### config.mk
export PLATFORM = sky130hd
export DESIGN_NAME = ntt_phase_sequencer
export DESIGN_NICKNAME = d
export VERILOG_FILES = /design/src/rtl/ntt_pkg.sv /design/src/rtl/ntt_drain_timer.sv /design/src/rtl/ntt_phase_sequencer.sv
export SDC_FILE = /design/constraint.sdc
export NUM_CORES = 1
export LEC_CHECK = 0
export BUFFER_PORTS_ARGS = -buffer_cell sky130_fd_sc_hd__clkbuf_2
export CAP_MARGIN = 25
export CORE_MARGIN = 2
export CORE_UTILIZATION = 59
export CTS_BUF_LIST = sky130_fd_sc_hd__clkbuf_8
export DETAILED_ROUTE_END_ITERATION = 8
export PLACE_DENSITY = 0.88
export SYNTH_ARGS = -nofsm -noshare
export SYNTH_HDL_FRONTEND = slang
export SYNTH_SLANG_ARGS = --single-unit
export TNS_END_PERCENT = 5
### constraint.sdc
create_clock -name clk -period 3.8 [get_ports clk]
set_clock_uncertainty 0.2 [all_clocks]
set_input_delay 0.38 -clock clk [delete_from_list [all_inputs] [get_ports clk]]
set_output_delay 0.38 -clock clk [all_outputs]
set_load 0.01 [all_outputs]
### src/rtl/ntt_pkg.sv
// ntt_pkg: conf codes, done_flag codes and sequencer state encoding shared by the NTT scheduler.
package ntt_pkg;
  localparam logic [3:0] CONF_IDLE         = 4'b0000;
  localparam logic [3:0] CONF_R2_NTT       = 4'b0001;
  localparam logic [3:0] CONF_R4_NTT       = 4'b0010;
  localparam logic [3:0] CONF_DONE_R2_NTT  = 4'b0011;
  localparam logic [3:0] CONF_DONE_R4_NTT  = 4'b0100;
  localparam logic [3:0] CONF_R4_INTT      = 4'b0101;
  localparam logic [3:0] CONF_R2_INTT      = 4'b0110;
  localparam logic [3:0] CONF_DONE_R2_INTT = 4'b0111;
  localparam logic [3:0] CONF_DONE_R4_INTT = 4'b1000;
  localparam logic [2:0] DF_R2 = 3'b001;
  localparam logic [2:0] DF_R4 = 3'b010;
  typedef enum logic [2:0] {S_IDLE, S_R2, S_R2_DRN, S_R4, S_R4_DRN, S_FIN, S_ERR} seq_state_t;
  function automatic logic [3:0] conf_of(input seq_state_t s, input logic m);
    case (s)
      S_R2:     conf_of = m ? CONF_R2_INTT : CONF_R2_NTT;
      S_R2_DRN: conf_of = m ? CONF_DONE_R2_INTT : CONF_DONE_R2_NTT;
      S_R4:     conf_of = m ? CONF_R4_INTT : CONF_R4_NTT;
      S_R4_DRN: conf_of = m ? CONF_DONE_R4_INTT : CONF_DONE_R4_NTT;
      default:  conf_of = CONF_IDLE;
    endcase
  endfunction
  function automatic logic [1:0] phase_of(input seq_state_t s);
    return (s == S_R2 || s == S_R2_DRN) ? 2'd1 :
           (s == S_R4 || s == S_R4_DRN) ? 2'd2 :
           (s == S_FIN || s == S_ERR)   ? 2'd3 : 2'd0;
  endfunction
endpackage

### src/rtl/ntt_drain_timer.sv
// ntt_drain_timer: loadable 5-bit down-counter that parks at zero and flags it.
module ntt_drain_timer (
  input  logic       clk,
  input  logic       rst,
  input  logic       i_load,
  input  logic [4:0] i_val,
  output logic       o_zero
);
  logic [4:0] r_cnt;
  always_ff @(posedge clk or posedge rst)
    if (rst) r_cnt <= '0;
    else if (i_load) r_cnt <= i_val;
    else if (r_cnt != 5'd0) r_cnt <= r_cnt - 5'd1;
  assign o_zero = r_cnt == 5'd0;
endmodule

### src/rtl/ntt_phase_sequencer.sv
// ntt_phase_sequencer: walks the index FSM through radix-2/radix-4 compute and drain phases
// for one NTT or INTT, with a per-phase watchdog.
module ntt_phase_sequencer
  import ntt_pkg::*;
#(
  parameter int DRAIN_R2 = 8,
  parameter int DRAIN_R4 = 14,
  parameter int WDOG_MAX = 1023,
  parameter int CNT_W    = 10
) (
  input  logic       clk,
  input  logic       rst,
  input  logic       start,
  input  logic       mode,
  input  logic       abort,
  input  logic [2:0] done_flag,
  output logic [3:0] conf,
  output logic       busy,
  output logic       done,
  output logic       err,
  output logic [1:0] phase
);
  seq_state_t       r_state, w_next;
  logic             r_mode, w_mode;
  logic [CNT_W-1:0] r_wdog;
  logic             w_compute, w_zero, w_wdog_hit;
  logic [3:0]       r_conf;
  logic             r_busy, r_done, r_err;
  logic [1:0]       r_phase;
  assign w_compute  = r_state == S_R2 || r_state == S_R4;
  assign w_wdog_hit = r_wdog == CNT_W'(WDOG_MAX);
  // The timer is held at the drain length throughout compute, so it starts counting on drain entry.
  ntt_drain_timer u_drain (
    .clk    (clk),
    .rst    (rst),
    .i_load (w_compute),
    .i_val  (r_state == S_R2 ? 5'(DRAIN_R2 - 1) : 5'(DRAIN_R4 - 1)),
    .o_zero (w_zero)
  );
  always_comb begin
    w_next = r_state;
    w_mode = r_mode;
    case (r_state)
      S_IDLE, S_ERR: if (start) begin
        w_mode = mode;
        w_next = mode ? S_R4 : S_R2;
      end
      S_R2:     w_next = |(done_flag & DF_R2) ? S_R2_DRN : w_wdog_hit ? S_ERR : S_R2;
      S_R4:     w_next = |(done_flag & DF_R4) ? S_R4_DRN : w_wdog_hit ? S_ERR : S_R4;
      S_R2_DRN: w_next = !w_zero ? S_R2_DRN : r_mode ? S_FIN : S_R4;
      S_R4_DRN: w_next = !w_zero ? S_R4_DRN : r_mode ? S_R2 : S_FIN;
      default:  w_next = S_IDLE;
    endcase
    if (abort) begin
      w_next = S_IDLE;
      w_mode = r_mode;
    end
  end
  // Outputs are decoded from the next state so they line up with the state register.
  always_ff @(posedge clk or posedge rst)
    if (rst) begin
      r_state <= S_IDLE;
      r_mode  <= 1'b0;
      r_wdog  <= '0;
      r_conf  <= CONF_IDLE;
      r_busy  <= 1'b0;
      r_done  <= 1'b0;
      r_err   <= 1'b0;
      r_phase <= 2'd0;
    end else begin
      r_state <= w_next;
      r_mode  <= w_mode;
      r_wdog  <= (w_compute && w_next == r_state) ? r_wdog + 1'b1 : '0;
      r_conf  <= conf_of(w_next, w_mode);
      r_busy  <= w_next inside {S_R2, S_R2_DRN, S_R4, S_R4_DRN};
      r_done  <= w_next == S_FIN;
      r_err   <= w_next == S_ERR;
      r_phase <= phase_of(w_next);
    end
  assign conf  = r_conf;
  assign busy  = r_busy;
  assign done  = r_done;
  assign err   = r_err;
  assign phase = r_phase;
endmodule

Word level (Yosys, flattened, before mapping)
Cells that the tools add are included.
{"block": "word_totals", "ff_bits": 28}
{"block": "op_classes", "add_sub_neg": 2, "eq_ne": 13, "n_mux": 27, "reduce_logical": 11}
{"cell": "two-way mux 3 bit", "count": 13}
{"cell": "one-hot mux 4 bit (4 select lines)", "count": 1}
{"cell": "equality test 3 bit, second input constant", "count": 5}
{"cell": "one-hot mux 3 bit (5 select lines)", "count": 1}
{"cell": "equality test 3 x 2 -> 1 bit, second input constant", "count": 4}
{"cell": "adder 10 x 1 -> 10 bit, second input constant", "count": 1}
{"cell": "equality test 10 bit, second input constant", "count": 1}
{"cell": "two-way mux 10 bit", "count": 1}
{"cell": "two-way mux 5 bit", "count": 2}
{"cell": "two-way mux 2 bit", "count": 4}
{"cell": "two-way mux 4 bit", "count": 2}
{"cell": "equality test 3 x 1 -> 1 bit, second input constant", "count": 2}
{"cell": "zero test 5 bit", "count": 1}
{"cell": "nonzero test 5 bit", "count": 1}
{"cell": "subtractor 5 x 1 -> 5 bit, second input constant", "count": 1}
{"cell": "logical OR 1 bit", "count": 4}
{"cell": "nonzero test 4 bit", "count": 1}
{"cell": "equality test 3 bit", "count": 1}
{"cell": "zero test 3 bit", "count": 1}
{"cell": "two-way mux 1 bit", "count": 3}
{"cell": "nonzero test 2 bit", "count": 1}
{"cell": "OR reduction 2 bit", "count": 1}
{"cell": "logical AND 1 bit", "count": 1}

Logic depth before layout (Yosys ltp)
{"block": "logic_depth", "depth_word": 10, "ltp_mapped": 11}

Modules after synthesis
A second synthesis with hierarchy kept.
{"block": "hier_totals", "hier_cells": 151, "hier_area_um2": 1564.0}
{"mod": "ntt_phase_sequencer", "n_inst": 1, "cells_per_inst": 123, "area_each_um2": 1281.2, "seq_area_each_um2": 575.6}
{"mod": "ntt_drain_timer", "n_inst": 1, "cells_per_inst": 28, "area_each_um2": 282.8, "seq_area_each_um2": 125.1}

Worst setup path after synthesis
OpenSTA, ideal clock, no wires.
{"block": "synth_timing", "path_kind": "reg-to-reg", "start": "reg u_drain.r_cnt[0]", "end": "reg r_busy (netlist: busy)", "setup_time_ps": 125, "t_arrival_ps": 2350, "required_ps": 3475, "path_slack_ps": 1125, "stages_incl_launch_ff": 11, "synth_period_minus_slack_ps": 2675, "cell_sequence": "dfrtp_1 -> inv_1 -> ha_1 -> nor4b_4 -> a21o_2 -> a21o_1 -> a221o_1 -> inv_1 -> ha_1 -> or3_1 -> mux2_4"}
{"block": "synth_between", "elab_chain_len": 6, "elab_cells_between_ends": 10, "cone_classes": "4 x eq/ne; 4 x mux; 2 x reduce/logical"}
{"element": "start: declaration", "line_no": "ntt_drain_timer.sv:9", "source": "logic [4:0] r_cnt;"}
{"element": "start signal: assignment", "line_no": "ntt_drain_timer.sv:12", "source": "else if (i_load) r_cnt <= i_val;"}
{"element": "start signal: assignment", "line_no": "ntt_drain_timer.sv:13", "source": "else if (r_cnt != 5'd0) r_cnt <= r_cnt - 5'd1;"}
{"element": "zero test 5 bit *", "line_no": "ntt_drain_timer.sv:14", "source": "assign o_zero = r_cnt == 5'd0;"}
{"element": "two-way mux 3 bit, on equally long branches", "line_no": "ntt_phase_sequencer.sv:51, ntt_phase_sequencer.sv:50"}
{"element": "one-hot mux 3 bit (5 select lines) *", "line_no": "ntt_phase_sequencer.sv:43", "source": "case (r_state)"}
{"element": "two-way mux 3 bit *", "line_no": "ntt_phase_sequencer.sv:54", "source": "if (abort) begin"}
{"element": "net w_next[1]", "line_no": "ntt_phase_sequencer.sv:23", "source": "seq_state_t r_state, w_next;"}
{"element": "equality test 3 x 1 -> 1 bit (tied with other cells)", "line_no": "ntt_phase_sequencer.sv:75", "source": "r_busy <= w_next inside {S_R2, S_R2_DRN, S_R4, S_R4_DRN};"}
{"element": "nonzero test 4 bit *", "line_no": "ntt_phase_sequencer.sv:75"}
{"element": "end signal: assignment", "line_no": "ntt_phase_sequencer.sv:75"}
{"element": "end: declaration", "line_no": "ntt_phase_sequencer.sv:28", "source": "logic r_busy, r_done, r_err;"}
The timed path passes the listed nets; every way through them passes the cells marked *.
A chain may end at the register's enable or synchronous reset.

Worst setup path after layout
Same ends and word-level chain as after synthesis.

==> results.cfg <==
[cts]
cts_tree = done
clock_path_buffers = 2
cts_sinks = 28
clkLatencyLatePin_ns = 0.28
clk_pin_slew_worst_paths_ns = 0.09
htreeDepth = 1
cts_setup_buffers = 0
cts-root-buf = clkbuf_8
cts-buffers-inserted = 3

[die]
die_area_um2 = 2890
rows = 18
start_util_pct = 60.5
io-pin-count = 17
core_area_um2 = 2410
die_height_um = 53.7
dieWidth_um = 53.7

[run]
maxCapViolations = 0

[sta]
worst_pin_slew_ns = 0.515
setup_tns_ns = 0
finalCritPeriodShare_pct = 77.8
final_hold_viol_count = 0
rsz0062_at_grt = false
setup_viol = 0
post-route-min-period_ns = 2.95
drv_slew = 0
slew_headroom_pct = 65.5
fmaxAchievable_ghz = 0.338

[status]
outcome = completed

[yosys]
yosys_most_used_dff = dfrtp_1
syn_inst = 142
netlist-cell-type-count = 36
syn-cell-area_um2 = 1460
syn-num-nets = 157
synth_edf_count = 0
ys_seq_elements = 28
avgSynthCellArea_um2 = 10.3
synth-async-reset-ratio_pct = 100
synth_warnings = 0
yosysSeqAreaShare_pct = 48.0

[setup_path]
crit_required_ns = 3.77
crit_type = flop to flop
worstReg2RegStart = u_drain.r_cnt[0]
crit_path_start = u_drain.r_cnt[0]
cp-end-kind = flop
cp_cell_sequence = inv_1 > ha_1 > nor4b_4 > a21o_2 > a21o_1 > a221o_1 > inv_1 > ha_1 > or3_1 > mux2_4
critical_path.slowest_cell = nor4b_4
crit_arrival_ns = 2.92
critPathMaxFanout = 9
start_kind = flop
worst-path-buf-inv = 2
critPathTopFamily = simple AND/OR/NAND/NOR gates
cpPeakStageDelay_ns = 0.44

[global_route]
grt-ovfl-total = 0
grt_max_degree = 29
grt_pass1_vias = 969
grt_pass1_wl_mm = 4.19
grtUsageTotal_pct = 21.1
grt_antenna_before_repair = 0

[final_layout]
syn2layout_area_growth_pct = 13.0
layout_commonest_cell = dfrtp_1
drive_gt1_share_pct = 18.8
layout_common_cells = dfrtp_1, nor2_1, clkbuf_2, nand2_1, inv_1
postLayoutCellArea_um2 = 1650
n_antenna_cell = 0
fin_nets = 176

[power_and_ir_drop]
leakage_nw = 0.801
ir_drop_uv = 444
powerDensity_nw_per_um2 = 549

[placed_design]
dp.final_hpwl_mm = 1.96
place_congestion = 0.796
placed_area_um2 = 1560
io_buffers = 15

[min_path]
hold_class = input pin to flop
worstHoldStart = mode

[detailed_routing]
drt_pass1_iterations = 4
wl_per_cell_um = 14.1
ant_nets = 0
totalWireLength_mm = 2.67
remaining_drc_errors = 0
via_count = 1056
drt_iter0_drc = 24
via_per_inst = 5.56
[final timing paths]
kind,to,slack (ns),cells past startpoint
max,busy,0.85,10
min,r_mode,0.28,3
max reg2reg,busy,0.85,10
min reg2reg,r_wdog[0],0.31,1
max in group asynchronous,r_mode,2.70,4
min in group asynchronous,r_wdog[8],0.32,3
[cell families (layout without fill, tap and decap cells)]
group,count (synthesis),after routing,share of synthesized area (%)
AO/OA/AOI/OAI,23,23,11.1
XOR/XNOR,13,13,7.80
adder cells (fa/ha/maj),7,7,6.00
buffers and inverters,13,31,3.60
flip-flops,28,28,48.0
multiplexers,4,4,3.34
AND/OR/NAND/NOR,54,54,20.1
[worst reg2reg max path: cells and delay by family, from the launching register on]
kind / cells / cell delay, ns
buffers and inverters: 2 / 0.20
multiplexers: 1 / 0.27
adder cells (fa/ha/maj): 2 / 0.39
AND/OR/NAND/NOR: 2 / 0.84
AO/OA/AOI/OAI: 3 / 0.55
flip-flops: 1 / 0.39
[state kept, by name, summed over array words and instances (netlist names)]
register and flops:
busy 1, conf 4, done 1, err 1, phase 2, r_mode 1
r_state 3, r_wdog 10, u_drain.r_cnt 5
[cell usage after synthesis (2+ instances only)]
cell type / n / area (µm²)
o21ai_0: 2 / 10.0
nor3_1: 4 / 20.0
a31oi_1: 4 / 25.0
nand4_1: 2 / 12.5
or4_1: 2 / 15.0
xor2_1: 7 / 61.3
nand2_1: 13 / 48.8
ha_1: 7 / 87.6
o21ai_1: 2 / 10.0
a21oi_1: 6 / 30.0
nor2_1: 18 / 67.6
inv_1: 9 / 33.8
dfrtp_1: 28 / 701
mux2i_1: 2 / 20.0
nand3_1: 2 / 10.0
and2_1: 4 / 25.0
buf_2: 3 / 15.0
xnor2_1: 6 / 52.6
a21o_1: 2 / 15.0
and3_1: 3 / 18.8
[per-layer routing]
| layer | routed length, µm | GRT usage (%) | vias to the layer above |
|---|---|---|---|
| met5 | 0 | 0 | - |
| met3 | 116 | 5.56 | 4 |
| met1 | 1130 | 25.3 | 511 |
| met4 | 40 | 9.83 | 0 |
| met2 | 1390 | 35.2 | 24 |
| li1 | - | - | 517 |
[metrics by stage]
stage / hold slack, ns / worst slack, ns / power, W / util, % / std cells
floorplan: 0.245 / 1.13 / 0.000640 / - / 142
global placement: 0.272 / 0.944 / 0.000701 / 64.6 / 184
detailed placement: 0.289 / 0.864 / 0.000722 / 64.6 / 184
CTS: 0.147 / 0.842 / 0.000907 / 66.9 / 188
global route: 0.282 / 0.654 / 0.000963 / 68.4 / 190
finish: 0.279 / 0.845 / 0.000905 / 68.4 / 190
[repair_timing]
| item | in CTS | in global routing |
|---|---|---|
| resized for setup | 0 | 0 |
| hold buffers | 0 | 1 |
| hold endpoints to repair | 0 | 2 |
[layout make-up]
cell class / instances / area (µm²)
Inverter: 10 / 37.5
Multi-Input combinational cell: 101 / 706
Tap cell: 30 / 37.5
Fill cell: 181 / 761
Clock buffer: 4 / 55.1
Sequential cell: 28 / 701
Timing Repair Buffer: 17 / 113
[power by group]
part	switching (W)	internal [W]	leakage, nW	total (W)
registers	0.0000559	0.000360	0.371	0.000416
clock network	0.0000921	0.0000929	0.0288	0.000185
logic	0.000165	0.000140	0.401	0.000305
total	0.000313	0.000593	0.801	0.000905
(Power assumes the default switching activity.)
